--- src/rtl/frame_reader_if.sv ---
// Bundle of the window-buffer read port, coefficient ROM port and FFT-side stream.
// The master modport is the frame_reader view; slave is the surrounding environment.
interface frame_reader_if #(
   parameter int WIDTH = 16,
   parameter int AW    = 9
);
   logic [WIDTH-1:0] wb_data_i;
   logic             wb_valid_i;
   logic             wb_rd_en_o;
   logic             wb_move_o;
   logic [AW-1:0]    coef_addr_o;
   logic             coef_en_o;
   logic [WIDTH-1:0] coef_i;
   logic [WIDTH-1:0] out_data_o;
   logic             out_valid_o;
   logic             out_last_o;
   logic             out_ready_i;

   modport master (
      input  wb_data_i, wb_valid_i, coef_i, out_ready_i,
      output wb_rd_en_o, wb_move_o, coef_addr_o, coef_en_o,
      output out_data_o, out_valid_o, out_last_o
   );

   modport slave (
      output wb_data_i, wb_valid_i, coef_i, out_ready_i,
      input  wb_rd_en_o, wb_move_o, coef_addr_o, coef_en_o,
      input  out_data_o, out_valid_o, out_last_o
   );
endinterface

--- src/rtl/frame_reader.sv ---
// Pulls one frame of samples from the window buffer, applies a Q1.15 window from an
// external synchronous ROM with round-half-up and saturation, and streams to the FFT.
module frame_reader #(
   parameter int WIDTH     = 16,
   parameter int FRAME_LEN = 306,
   parameter int AW        = 9
) (
   input  logic                clk,
   input  logic                rst_n,
   input  logic                enable_i,
   frame_reader_if.master      bus,
   output logic                busy_o,
   output logic [15:0]         frame_cnt_o
);

   localparam int PW = 2 * WIDTH;
   localparam logic [AW-1:0]        LAST_IDX = AW'(FRAME_LEN - 1);
   localparam logic signed [PW-1:0] ROUND_K  = PW'(2 ** (WIDTH - 2));
   localparam logic signed [PW-1:0] SAT_MAX  = PW'(2 ** (WIDTH - 1) - 1);
   localparam logic signed [PW-1:0] SAT_MIN  = PW'(-(2 ** (WIDTH - 1)));

   typedef enum logic [2:0] {IDLE, READ, DRAIN, MOVE, HOLD} state_t;

   state_t                   state_q, state_d;
   logic [AW-1:0]            idx_q, idx_d;
   logic                     holdCnt_q, holdCnt_d;
   logic                     wbMove_q;
   logic                     busy_q;
   logic [15:0]              frameCnt_q;

   logic                     s1Valid_q, s1Last_q;
   logic signed [WIDTH-1:0]  s1Sample_q;
   logic                     p2Valid_q, p2Last_q;
   logic signed [PW-1:0]     prod_q;
   logic                     outValid_q, outLast_q;
   logic [WIDTH-1:0]         outData_q;

   logic                     adv;
   logic                     issue;
   logic signed [PW-1:0]     rounded;
   logic signed [PW-1:0]     shifted;
   logic [WIDTH-1:0]         satData;

   // The whole pipeline and the ROM output register move together on adv.
   assign adv   = !outValid_q || bus.out_ready_i;
   assign issue = (state_q == READ) && adv && bus.wb_valid_i && (idx_q <= LAST_IDX);

   always_comb begin
      state_d   = state_q;
      idx_d     = idx_q;
      holdCnt_d = holdCnt_q;
      case (state_q)
         IDLE: begin
            idx_d = '0;
            if (enable_i) state_d = READ;
         end
         READ: begin
            if (issue) begin
               idx_d = idx_q + 1'b1;
               if (idx_q == LAST_IDX) state_d = DRAIN;
            end
         end
         DRAIN: begin
            if (outValid_q && bus.out_ready_i && outLast_q) state_d = MOVE;
         end
         MOVE: begin
            idx_d     = '0;
            holdCnt_d = 1'b0;
            state_d   = HOLD;
         end
         HOLD: begin
            holdCnt_d = 1'b1;
            if (holdCnt_q) state_d = enable_i ? READ : IDLE;
         end
         default: state_d = IDLE;
      endcase
   end

   always_ff @(posedge clk or negedge rst_n) begin
      if (!rst_n) begin
         state_q    <= IDLE;
         idx_q      <= '0;
         holdCnt_q  <= 1'b0;
         wbMove_q   <= 1'b0;
         busy_q     <= 1'b0;
         frameCnt_q <= '0;
      end else begin
         state_q   <= state_d;
         idx_q     <= idx_d;
         holdCnt_q <= holdCnt_d;
         wbMove_q  <= (state_d == MOVE);
         busy_q    <= (state_d != IDLE);
         if (state_d == MOVE) frameCnt_q <= frameCnt_q + 16'd1;
      end
   end

   // Rounded result spans [-2^(W-1)+1, 2^(W-1)]; both clamps kept for clarity.
   always_comb begin
      rounded = prod_q + ROUND_K;
      shifted = rounded >>> (WIDTH - 1);
      if (shifted > SAT_MAX)      satData = SAT_MAX[WIDTH-1:0];
      else if (shifted < SAT_MIN) satData = SAT_MIN[WIDTH-1:0];
      else                        satData = shifted[WIDTH-1:0];
   end

   always_ff @(posedge clk or negedge rst_n) begin
      if (!rst_n) begin
         s1Valid_q  <= 1'b0;
         s1Last_q   <= 1'b0;
         s1Sample_q <= '0;
         p2Valid_q  <= 1'b0;
         p2Last_q   <= 1'b0;
         prod_q     <= '0;
         outValid_q <= 1'b0;
         outLast_q  <= 1'b0;
         outData_q  <= '0;
      end else if (adv) begin
         s1Valid_q  <= issue;
         s1Last_q   <= issue && (idx_q == LAST_IDX);
         if (issue) s1Sample_q <= bus.wb_data_i;
         p2Valid_q  <= s1Valid_q;
         p2Last_q   <= s1Last_q;
         prod_q     <= PW'(s1Sample_q) * PW'($signed(bus.coef_i));
         outValid_q <= p2Valid_q;
         outLast_q  <= p2Last_q;
         outData_q  <= satData;
      end
   end

   assign bus.wb_rd_en_o  = issue;
   assign bus.wb_move_o   = wbMove_q;
   assign bus.coef_addr_o = idx_q;
   assign bus.coef_en_o   = adv;
   assign bus.out_data_o  = outData_q;
   assign bus.out_valid_o = outValid_q;
   assign bus.out_last_o  = outLast_q;
   assign busy_o          = busy_q;
   assign frame_cnt_o     = frameCnt_q;

endmodule

--- src/flat_wrapper.sv ---
// flat-port wrapper written by rule: the top's interface ports become plain ports
module frame_reader_flat 
#(
   parameter int WIDTH     = 16,
   parameter int FRAME_LEN = 306,
   parameter int AW        = 9
)
  (clk, rst_n, enable_i, busy_o, frame_cnt_o, bus_wb_data_i, bus_wb_valid_i, bus_coef_i, bus_out_ready_i, bus_wb_rd_en_o, bus_wb_move_o, bus_coef_addr_o, bus_coef_en_o, bus_out_data_o, bus_out_valid_o, bus_out_last_o);
  frame_reader_if #(.WIDTH(WIDTH), .AW(AW)) bus_i ();
  input  logic clk;
  input  logic rst_n;
  input  logic enable_i;
  output logic busy_o;
  output logic [15:0] frame_cnt_o;
  input wire logic [$bits(bus_i.wb_data_i)-1:0] bus_wb_data_i;
  input wire logic [$bits(bus_i.wb_valid_i)-1:0] bus_wb_valid_i;
  input wire logic [$bits(bus_i.coef_i)-1:0] bus_coef_i;
  input wire logic [$bits(bus_i.out_ready_i)-1:0] bus_out_ready_i;
  output wire logic [$bits(bus_i.wb_rd_en_o)-1:0] bus_wb_rd_en_o;
  output wire logic [$bits(bus_i.wb_move_o)-1:0] bus_wb_move_o;
  output wire logic [$bits(bus_i.coef_addr_o)-1:0] bus_coef_addr_o;
  output wire logic [$bits(bus_i.coef_en_o)-1:0] bus_coef_en_o;
  output wire logic [$bits(bus_i.out_data_o)-1:0] bus_out_data_o;
  output wire logic [$bits(bus_i.out_valid_o)-1:0] bus_out_valid_o;
  output wire logic [$bits(bus_i.out_last_o)-1:0] bus_out_last_o;
  assign bus_i.wb_data_i = bus_wb_data_i;
  assign bus_i.wb_valid_i = bus_wb_valid_i;
  assign bus_i.coef_i = bus_coef_i;
  assign bus_i.out_ready_i = bus_out_ready_i;
  assign bus_wb_rd_en_o = bus_i.wb_rd_en_o;
  assign bus_wb_move_o = bus_i.wb_move_o;
  assign bus_coef_addr_o = bus_i.coef_addr_o;
  assign bus_coef_en_o = bus_i.coef_en_o;
  assign bus_out_data_o = bus_i.out_data_o;
  assign bus_out_valid_o = bus_i.out_valid_o;
  assign bus_out_last_o = bus_i.out_last_o;
  frame_reader #(.WIDTH(WIDTH), .FRAME_LEN(FRAME_LEN), .AW(AW)) u_core (.clk(clk), .rst_n(rst_n), .enable_i(enable_i), .bus(bus_i), .busy_o(busy_o), .frame_cnt_o(frame_cnt_o));
endmodule
--- config.mk ---
export PLATFORM = sky130hd
export DESIGN_NAME = frame_reader_flat
export DESIGN_NICKNAME = d
export VERILOG_FILES = /design/src/rtl/frame_reader_if.sv /design/src/rtl/frame_reader.sv /design/src/flat_wrapper.sv
export SDC_FILE = /design/constraint.sdc
export NUM_CORES = 1
export LEC_CHECK = 0
export BUFFER_PORTS_ARGS = -buffer_cell sky130_fd_sc_hd__buf_4
export CAP_MARGIN = 20
export CORE_UTILIZATION = 64
export DETAILED_ROUTE_END_ITERATION = 12
export PLACE_DENSITY = 0.83
export SETUP_SLACK_MARGIN = 0.15
export SYNTH_ARGS = -nofsm -noshare
export SYNTH_HDL_FRONTEND = slang
export SYNTH_SLANG_ARGS = --single-unit
--- constraint.sdc ---
create_clock -name clk -period 8.3 [get_ports clk]
set_input_delay 1.66 -clock clk [delete_from_list [all_inputs] [get_ports clk]]
set_output_delay 1.66 -clock clk [all_outputs]
set_load 0.005 [all_outputs]
==> results of run 1 <==
==> logic make-up (layout without fill, tap and decap cells) <==
logic type               after synthesis  after routing  synth area share
AO/OA/AOI/OAI                        106            106            0.0557
XOR/XNOR                              58             58            0.0377
adder cells (fa/ha/maj)              353            353             0.466
buffers and inverters                378            433             0.105
flip-flops                            87             87             0.159
multiplexers                           2              2           0.00156
AND/OR/NAND/NOR                      489            489             0.175
==> power by group <==
part | total [mW] | internal (mW) | switching, mW
Sequential | 0.448 | 0.436 | 0.0116
Combinational | 0.138 | 0.0581 | 0.0798
Clock | 0.416 | 0.260 | 0.157
==> synthesized netlist by cell type (all sizes together), types with 2 or more instances <==
cell type  count  area [um2]
xnor2         42         368
nor3b          2        15.0
o21a           2        15.0
nor2          59         221
dfrtp         87        2180
nand2        222         833
a211o          2        17.5
nand3         21         105
o31ai          6        45.0
maj3           9         100
a21oi         40         234
or2            2        12.5
nor3          10        70.1
fa           261        5230
and4           5        46.3
nor4           2        18.8
a211oi         5        47.5
and2         129         807
a31oi          6        67.6
nand4         14         109
buf            5        32.5
o21ai         22         110
a21o           7        52.6
ha            83        1040
clkbuf        44         165
o2111ai        2        30.0
nand3b         2        15.0
inv          329        1230
o22ai          2        12.5
xor2          16         148
and3          11        68.8
nand2b         7        43.8
a221oi         2        23.8
==> cell type report <==
type / instances / share of cell area
Sequential cell: 87 / 0.147
Inverter: 329 / 0.0834
Tap cell: 275 / 0.0232
Timing Repair Buffer: 90 / 0.0470
Clock inverter: 4 / 0.00490
Clock buffer: 10 / 0.0155
Multi-Input combinational cell: 1008 / 0.679
==> worst paths after layout <==
kind	from	cells after the start	to	slack [ns]
min reg2reg	u_core.p2Last_q	2	u_core.p2Last_q	0.47
max in group asynchronous	rst_n	2	u_core.frame_cnt_o[4]	6.52
min	u_core.p2Last_q	2	u_core.p2Last_q	0.47
min in group asynchronous	rst_n	1	u_core.prod_q[16]	1.17
max reg2reg	u_core.s1Sample_q[6]	19	u_core.prod_q[30]	1.78
max	bus_coef_i[1]	20	u_core.prod_q[30]	1.07
==> sequential cells by signal (all words and copies together) (netlist names) <==
signal                  cells
u_core.prod_q              18
u_core.bus.wb_move_o        1
u_core.bus.out_last_o       1
u_core.bus.coef_addr_o      9
u_core.frame_cnt_o         16
u_core.busy_o               1
u_core.s1Valid_q            1
u_core.s1Last_q             1
u_core.holdCnt_q            1
u_core.s1Sample_q          16
u_core.p2Last_q             1
u_core.bus.out_valid_o      1
u_core.p2Valid_q            1
u_core.bus.out_data_o      16
u_core.state_q              3
==> critical path, stage by stage <==
cell and delay, ns:
buf_4 0.18, nand2_1 0.13, inv_1 0.11, fa_1 0.75, fa_1 0.48, buf_4 0.21
fa_1 0.56, fa_1 0.45, fa_1 0.55, inv_1 0.05, fa_1 0.53, inv_1 0.04
ha_1 0.33, a21o_1 0.17, a21o_1 0.18, a21oi_1 0.26, o2111ai_2 0.24, a31oi_4 0.26
mux2i_1 0.22, nor2_1 0.07
==> per-layer routing <==
layer,GRT usage,vias to the layer above
li1,-,4506
met5,0,-
met4,0.108,0
met3,0.0344,75
met1,0.376,5115
met2,0.555,307
==> metrics by stage <==
step	util	worst slack, ns	hold WS, ns
floorplan	-	1.02	0.430
global route	0.707	0.833	0.488
global placement	0.691	0.923	0.447
CTS	0.705	1.10	0.467
finish	0.707	1.07	0.469
detailed placement	0.691	0.784	0.452
==> results.cfg, run 1 <==
[detailed_routing]
vias = 10000
drc_errors = 2
avgViaCountPerCell = 5.55
first_pass_iters = 9
antenna_left = 0
wl_met1_um = 11500
drtIter0Drc = 518
routed_wl_um = 30200
wl_met2_um = 16100
highest_layer = met4
wl_per_cell_um = 16.7
dr_wl_met3_um = 1510

[finish]
nFillCells = 1601
diodes = 0
stdcell_area_um2 = 14800
seq_area_um2 = 2180
final_cell_mix = inv_1, fa_1, nand2_1, and2_1, buf_4
areaGrowthSynthToFinish_pct = 8.39
multi_input_area_um2 = 10100
final_common_cell = inv_1
stdcell_count = 1803
layout.nets = 1906
layout-drive-gt1-share = 0.0949

[placement]
port_buffers = 83
dp.cells = 1788
gp_congestion = 0.875
dp.final_hpwl_um = 23600
place_area_um2 = 14500

[hold_path]
hp-class = reg2reg

[sta]
tightest_slew_ns = 1.01
rsz0062_at_grt = false
relSlewSlack = 0.325
finalHoldViolations = 0
skew_ns = 0.0100
setup_tns_ns = 0
finalSetupViolations = 0
period_needed_ns = 7.23
clock.fmax_mhz = 138
period_share = 0.872
slew_viol_final = 0

[global_routing]
grt_max_degree = 88
track_usage = 0.305
antenna_found_initial = 0
grt_pass1_vias = 11100
grt_pass1_wl_um = 52500
grt_overflow = 0

[setup_path]
cp_data_required_time_ns = 8.52
cp.arrival_ns = 7.45
worst_setup_path_start_kind = input pin
endpoint_kind = flop
crit_path_max_fanout = 16
criticalPathCategory = in2reg

[status]
run_status = complete, but fails checks
violations = design-rule violations

[pwr]
leakage_nw = 7.68
irDropWorstVdd_mv = 0.108
power.total_mw = 1.00
p_per_area_nw_per_um2 = 67.7

[clock_network]
postCtsSetupRepairBufs = 0
clk_path_buf_depth = 2
clock-root-buffer = clkbuf_16
cts_tree = yes
clkTransAtPathRegs_ns = 0.06
numCtsBuffers = 9
clk_latency_ns = 0.33
hold_buffers = 0
post_cts.resized_instances = 0
h-tree-depth = 3
clock_sink_count = 87

[yosys]
synthArstFlopShare = 1.00
synth-edff-count = 0
ys_warn_count = 0
ys_seq_area_frac = 0.159
synthDistinctLibCells = 64
synthCells = 1473
synth-seq-cells = 87
synth_ff_type = dfrtp_1
syn_area_per_cell_um2 = 9.28
synthesis.area_um2 = 13700
syn-num-nets = 1854

[floorplan]
start_util = 0.652
ioPinCount = 84
die-area_um2 = 21900
die_h_um = 148
core_um2 = 21000
die-width_um = 148
rows = 53

[flow_run]
max-cap-violations = 0
No activity file was read; power rests on OpenSTA's default activity.
==> run 2, diff against run 1 <==
==> constraint.sdc (replaced) <==
create_clock -name clk -period 8.3 [get_ports clk]
set_input_delay 0 -clock clk [delete_from_list [all_inputs] [get_ports clk]]
set_output_delay 0 -clock clk [all_outputs]
set_load 0.005 [all_outputs]
==> results.cfg, run 2 (synthesized netlist as in run 1, its figures left out) <==
[status]
run_status = completed

[sta]
clock.fmax_mhz = 151
period_needed_ns = 6.61
finalSetupViolations = 0
tightest_slew_ns = 0.877
setup_tns_ns = 0
relSlewSlack = 0.415
rsz0062_at_grt = false
slew_viol_final = 0
finalHoldViolations = 0
skew_ns = 0.00726
period_share = 0.797

[finish]
nFillCells = 1520
areaGrowthSynthToFinish_pct = 9.72
final_cell_mix = inv_1, fa_1, nand2_1, and2_1
regMostFlops = u_core.prod_q
final_common_cell = inv_1
diodes = 0
largest_reg_flops = 18
layout-drive-gt1-share = 0.0944
layout.nets = 1923
stdcell_count = 1822

[floorplan]
start_util = 0.652
ioPinCount = 84
core_um2 = 21000
die-width_um = 148
die-area_um2 = 21900
die_h_um = 148
rows = 53

[clock_network]
clk_latency_ns = 0.34
clock-root-buffer = clkbuf_16
clock_sink_count = 87
postCtsSetupRepairBufs = 0
clkTransAtPathRegs_ns = 0.06
post_cts.resized_instances = 0
h-tree-depth = 3
hold_buffers = 19
numCtsBuffers = 9
cts_tree = yes
clk_path_buf_depth = 2

[setup_path]
worst_setup_path_start_kind = flop
r2r_slack_ns = 1.69
cp.arrival_ns = 6.81
endpoint_kind = flop
cp_data_required_time_ns = 8.50
criticalPathCategory = reg2reg
crit_path_max_fanout = 17
reg2reg_depth = 19

[detailed_routing]
vias = 10000
routed_wl_um = 30300
drtIter0Drc = 473
first_pass_iters = 5
avgViaCountPerCell = 5.50
wl_per_cell_um = 16.7
antenna_left = 0
drc_errors = 0

[placement]
dp.final_hpwl_um = 23400
dp.cells = 1785
port_buffers = 83
gp_congestion = 0.826

[pwr]
irDropWorstVdd_mv = 0.105
p_per_area_nw_per_um2 = 66.9
leakage_nw = 7.76

[global_routing]
antenna_found_initial = 0
grt_overflow = 0
grt_pass1_vias = 11100
grt_max_degree = 88
grt_pass1_wl_um = 52000
track_usage = 0.303

[hold_path]
hp-class = in2reg
min_path_cells = 4

[flow_run]
max-cap-violations = 0
run 2: cell types whose count changed in the layout (fill, tap and decap cells not counted):
cell,change
clkinv_2,+1
clkinv_4,+1
buf_4,-2
bufinv_16,-1
clkbuf_8,+2
dlygate4sd3_1,+19
clkbuf_1,-1
run 2: routing by layer:
layer / vias up / wire length [um] / track usage
met5: - / 0 / 0
met4: 0 / 1220 / 0.122
met3: 83 / 1460 / 0.0454
met2: 327 / 16100 / 0.547
met1: 5064 / 11600 / 0.364
li1: 4539 / - / -
run 2: power by group:
group          switching [mW]  internal (mW)  total [mW]
clock                   0.160          0.249       0.409
combinational          0.0829         0.0642       0.147
sequential             0.0116          0.436       0.448
total                   0.254          0.749        1.00
run 2: worst paths after layout:
check | to | start
worst max-delay path | u_core.prod_q[27] | u_core.s1Sample_q[15]
worst min-delay path | u_core.s1Last_q | bus_wb_valid_i
worst max register to register | u_core.prod_q[27] | u_core.s1Sample_q[15]
worst min register to register | u_core.p2Last_q | u_core.p2Last_q
max in group asynchronous | u_core.frame_cnt_o[6] | rst_n
min in group asynchronous | u_core.bus.out_data_o[15] | rst_n
run 2: layout make-up:
cell class                 instances  area [um2]  share of cell area
clock inverter                     5        56.3             0.00376
tap                              275         344              0.0229
timing repair buffer             107         871              0.0581
multi-input combinational       1008       10100               0.671
clock buffer                      11         253              0.0169
sequential                        87        2180               0.145
inverter                         329        1230              0.0824
run 2: through the flow:
step           hold slack (ns)   util  worst slack [ns]  instance area (um2)  power (mW)
2_1_floorplan           -0.296      -              2.27                13700       0.530
3_3_place_gp             0.190  0.690              1.94                14500       0.587
3_5_place_dp             0.193  0.690              1.71                14500       0.592
4_1_cts                 0.0658  0.714              1.69                15000        1.01
5_1_grt                 0.0981  0.715              1.33                15000        1.04
6_report                0.0793  0.715              1.69                15000        1.00
run 2: critical path, stage by stage (launching register included):
cell and delay, ns:
dfrtp_1 0.73, and2_1 0.27, inv_1 0.07, fa_1 0.50
inv_1 0.08, fa_1 0.92, fa_1 0.51, fa_1 0.48
fa_1 0.55, inv_1 0.06, fa_1 0.53, inv_1 0.04
ha_1 0.34, a21o_1 0.18, a21o_1 0.19, a21oi_1 0.26
o2111ai_2 0.24, a31oi_4 0.27, xnor2_1 0.15, a21oi_1 0.08
==> run 3, diff against run 2 <==
--- a/config.mk
+++ b/config.mk
@@ -5,6 +5,7 @@
 export SDC_FILE = /design/constraint.sdc
 export NUM_CORES = 1
 export LEC_CHECK = 0
+export ABC_AREA = 1
 export BUFFER_PORTS_ARGS = -buffer_cell sky130_fd_sc_hd__buf_4
 export CAP_MARGIN = 20
 export CORE_UTILIZATION = 64
==> constraint.sdc (replaced) <==
create_clock -name clk -period 6.1 [get_ports clk]
set_input_delay 0 -clock clk [delete_from_list [all_inputs] [get_ports clk]]
set_output_delay 0 -clock clk [all_outputs]
set_load 0.005 [all_outputs]
==> results.cfg, run 3 <==
[status]
run_status = completed

[global_routing]
grt_max_degree = 59
track_usage = 0.321
grt_pass1_vias = 12900
grt_overflow = 0
grt_pass1_wl_um = 60400
antenna_found_initial = 0

[clock_network]
clkTransAtPathRegs_ns = 0.08
clock-root-buffer = clkbuf_16
numCtsBuffers = 9
clk_latency_ns = 0.36
clock_sink_count = 87
h-tree-depth = 3
clk_path_buf_depth = 2
cts_tree = yes

[finish]
areaGrowthSynthToFinish_pct = 10.1
final_cell_mix = nand2_1, inv_1, fa_1, buf_4, nor2_1
layout.nets = 2404
stdcell_count = 2313
final_common_cell = nand2_1
nFillCells = 1777
diodes = 0
regMostFlops = u_core.prod_q
largest_reg_flops = 18
layout-drive-gt1-share = 0.0991

[sta]
period_share = 0.945
clock.fmax_mhz = 173
period_needed_ns = 5.77
setup_tns_ns = 0
rsz0062_at_grt = true
slew_viol_final = 0
finalSetupViolations = 0
skew_ns = 0.0118
finalHoldViolations = 0
relSlewSlack = 0.319
tightest_slew_ns = 1.02
hold_ws_ns = 0.0111

[floorplan]
start_util = 0.654
core_um2 = 22700
die-area_um2 = 23800
rows = 55
ioPinCount = 84
die_h_um = 154
die-width_um = 154

[detailed_routing]
drc_errors = 0
vias = 12200
wl_per_cell_um = 15.3
avgViaCountPerCell = 5.26
antenna_left = 0
drtIter0Drc = 766
routed_wl_um = 35300
first_pass_iters = 6

[setup_path]
cp_data_required_time_ns = 6.34
worst_setup_path_start_kind = flop
crit_path_max_fanout = 5
r2r_slack_ns = 0.33
reg2reg_depth = 20
cp.arrival_ns = 6.01
criticalPathCategory = reg2reg
reg2reg_from = u_core.s1Sample_q[15]
endpoint_kind = flop
r2r_end = u_core.prod_q[28]

[yosys]
synthesis.area_um2 = 14900
syn-num-nets = 2331
syn_area_per_cell_um2 = 7.62
yosysMostFrequentCell = nand2_1
synth_common_cells = nand2_1, inv_1, fa_1, nor2_1, dfrtp_1
synthArstFlopShare = 1.00
synthDistinctLibCells = 43
synth-seq-cells = 87
synth-edff-count = 0
synth_ff_type = dfrtp_1
netlist.area_leader.share = 0.352
ys_seq_area_frac = 0.147
synth.area.top_cells = fa_1, dfrtp_1, nand2_1, inv_1, ha_1
yosys.area.top_type = fa_1
synthCells = 1950
ys_warn_count = 0

[flow_run]
max-cap-violations = 0

[placement]
dp.cells = 2270
port_buffers = 83
gp_congestion = 0.939
dp.final_hpwl_um = 28500

[hold_path]
worstHoldEndpoint = u_core.bus.wb_move_o
min_path_cells = 3
hold_start = bus_out_ready_i
hp-class = in2reg
## run 3: changes by cell type in the layout (fill, tap and decap cells not counted), sizes merged, moves of 9 or more
cell / delta
maj3: -9
nor2: +40
xnor2: -28
buf: +27
and3: -10
xor2: +12
o21ai: +16
nand3: +34
and2: -126
inv: +225
nand2: +336
## run 3: what timing repair did
action / 4_1_cts / 5_1_grt
endpoints found under the hold margin: 47 / 0
pin swaps: 0 / 4
setup endpoints to repair: 4 / 13
hold buffers: 18 / 0
gates cloned: 0 / 0
resized for setup: 2 / 26
setup buffers: 0 / 9
## run 3: cell families (layout without fill, tap and decap cells)
kind of cell / Yosys count / in the layout / synth area share
AOI/OAI and AO/OA: 96 / 96 / 0.0381
xor gates and xnor gates: 42 / 42 / 0.0253
adders and majority gates: 344 / 344 / 0.422
buffers and inverters: 624 / 702 / 0.159
DFF: 87 / 87 / 0.147
and+or+nand+nor: 757 / 757 / 0.209
## run 3: worst max path at each step
stage,startpoint,to,slack (ns),depth (start not counted)
floorplan,u_core.s1Sample_q[15],u_core.prod_q[28],0.35,22
global placement,u_core.s1Sample_q[15],u_core.prod_q[28],0.25,19
detailed placement,u_core.s1Sample_q[15],u_core.prod_q[28],0.05,21
CTS,u_core.s1Sample_q[15],u_core.prod_q[28],0.21,21
global route,u_core.s1Sample_q[15],u_core.prod_q[28],0.13,22
finish,u_core.s1Sample_q[15],u_core.prod_q[28],0.33,20
## run 3: metal layers
metal | share of wire | GRT usage | vias to the layer above
met2 | 0.50 | 0.565 | 453
met4 | 0.033 | 0.109 | 0
met5 | 0 | 0 | -
met3 | 0.062 | 0.0479 | 93
met1 | 0.40 | 0.407 | 5931
li1 | - | - | 5698
## run 3: stage by stage
step	area, um2	utilization	setup slack, ns
6_report	16300	0.720	0.333
5_1_grt	16300	0.720	0.127
4_1_cts	16200	0.714	0.209
3_5_place_dp	15700	0.693	0.0460
3_3_place_gp	15700	0.693	0.251
2_1_floorplan	14900	-	0.350
## run 3: area by class of cell
class                   instances  area [um2]  area share
inverters                     552        2070       0.127
clock inverters                 6        53.8     0.00329
flip-flops and latches         87        2190       0.134
clock buffers                  10         229      0.0140
multi-input cells            1239       10400       0.634
repair buffers                134        1090      0.0667
well taps                     285         357      0.0218
## run 3: worst max-delay path, stage by stage (launching register included)
cell and delay [ns]:
dfrtp_2 0.45, buf_4 0.15, nand2_1 0.10, inv_1 0.07, fa_2 0.63, inv_1 0.08, fa_1 0.57, fa_1 0.46
fa_1 0.58, fa_1 0.43, fa_1 0.49, inv_1 0.04, ha_1 0.35, a21oi_1 0.26, o21ai_0 0.18, a21oi_1 0.29
nor2_1 0.12, nor2_1 0.15, nand3_1 0.08, nand3_1 0.09, nand2_1 0.06
Power of run 3 is not shown: default switching activity piles up to over one toggle a cycle in this logic, so the estimate is an artifact.
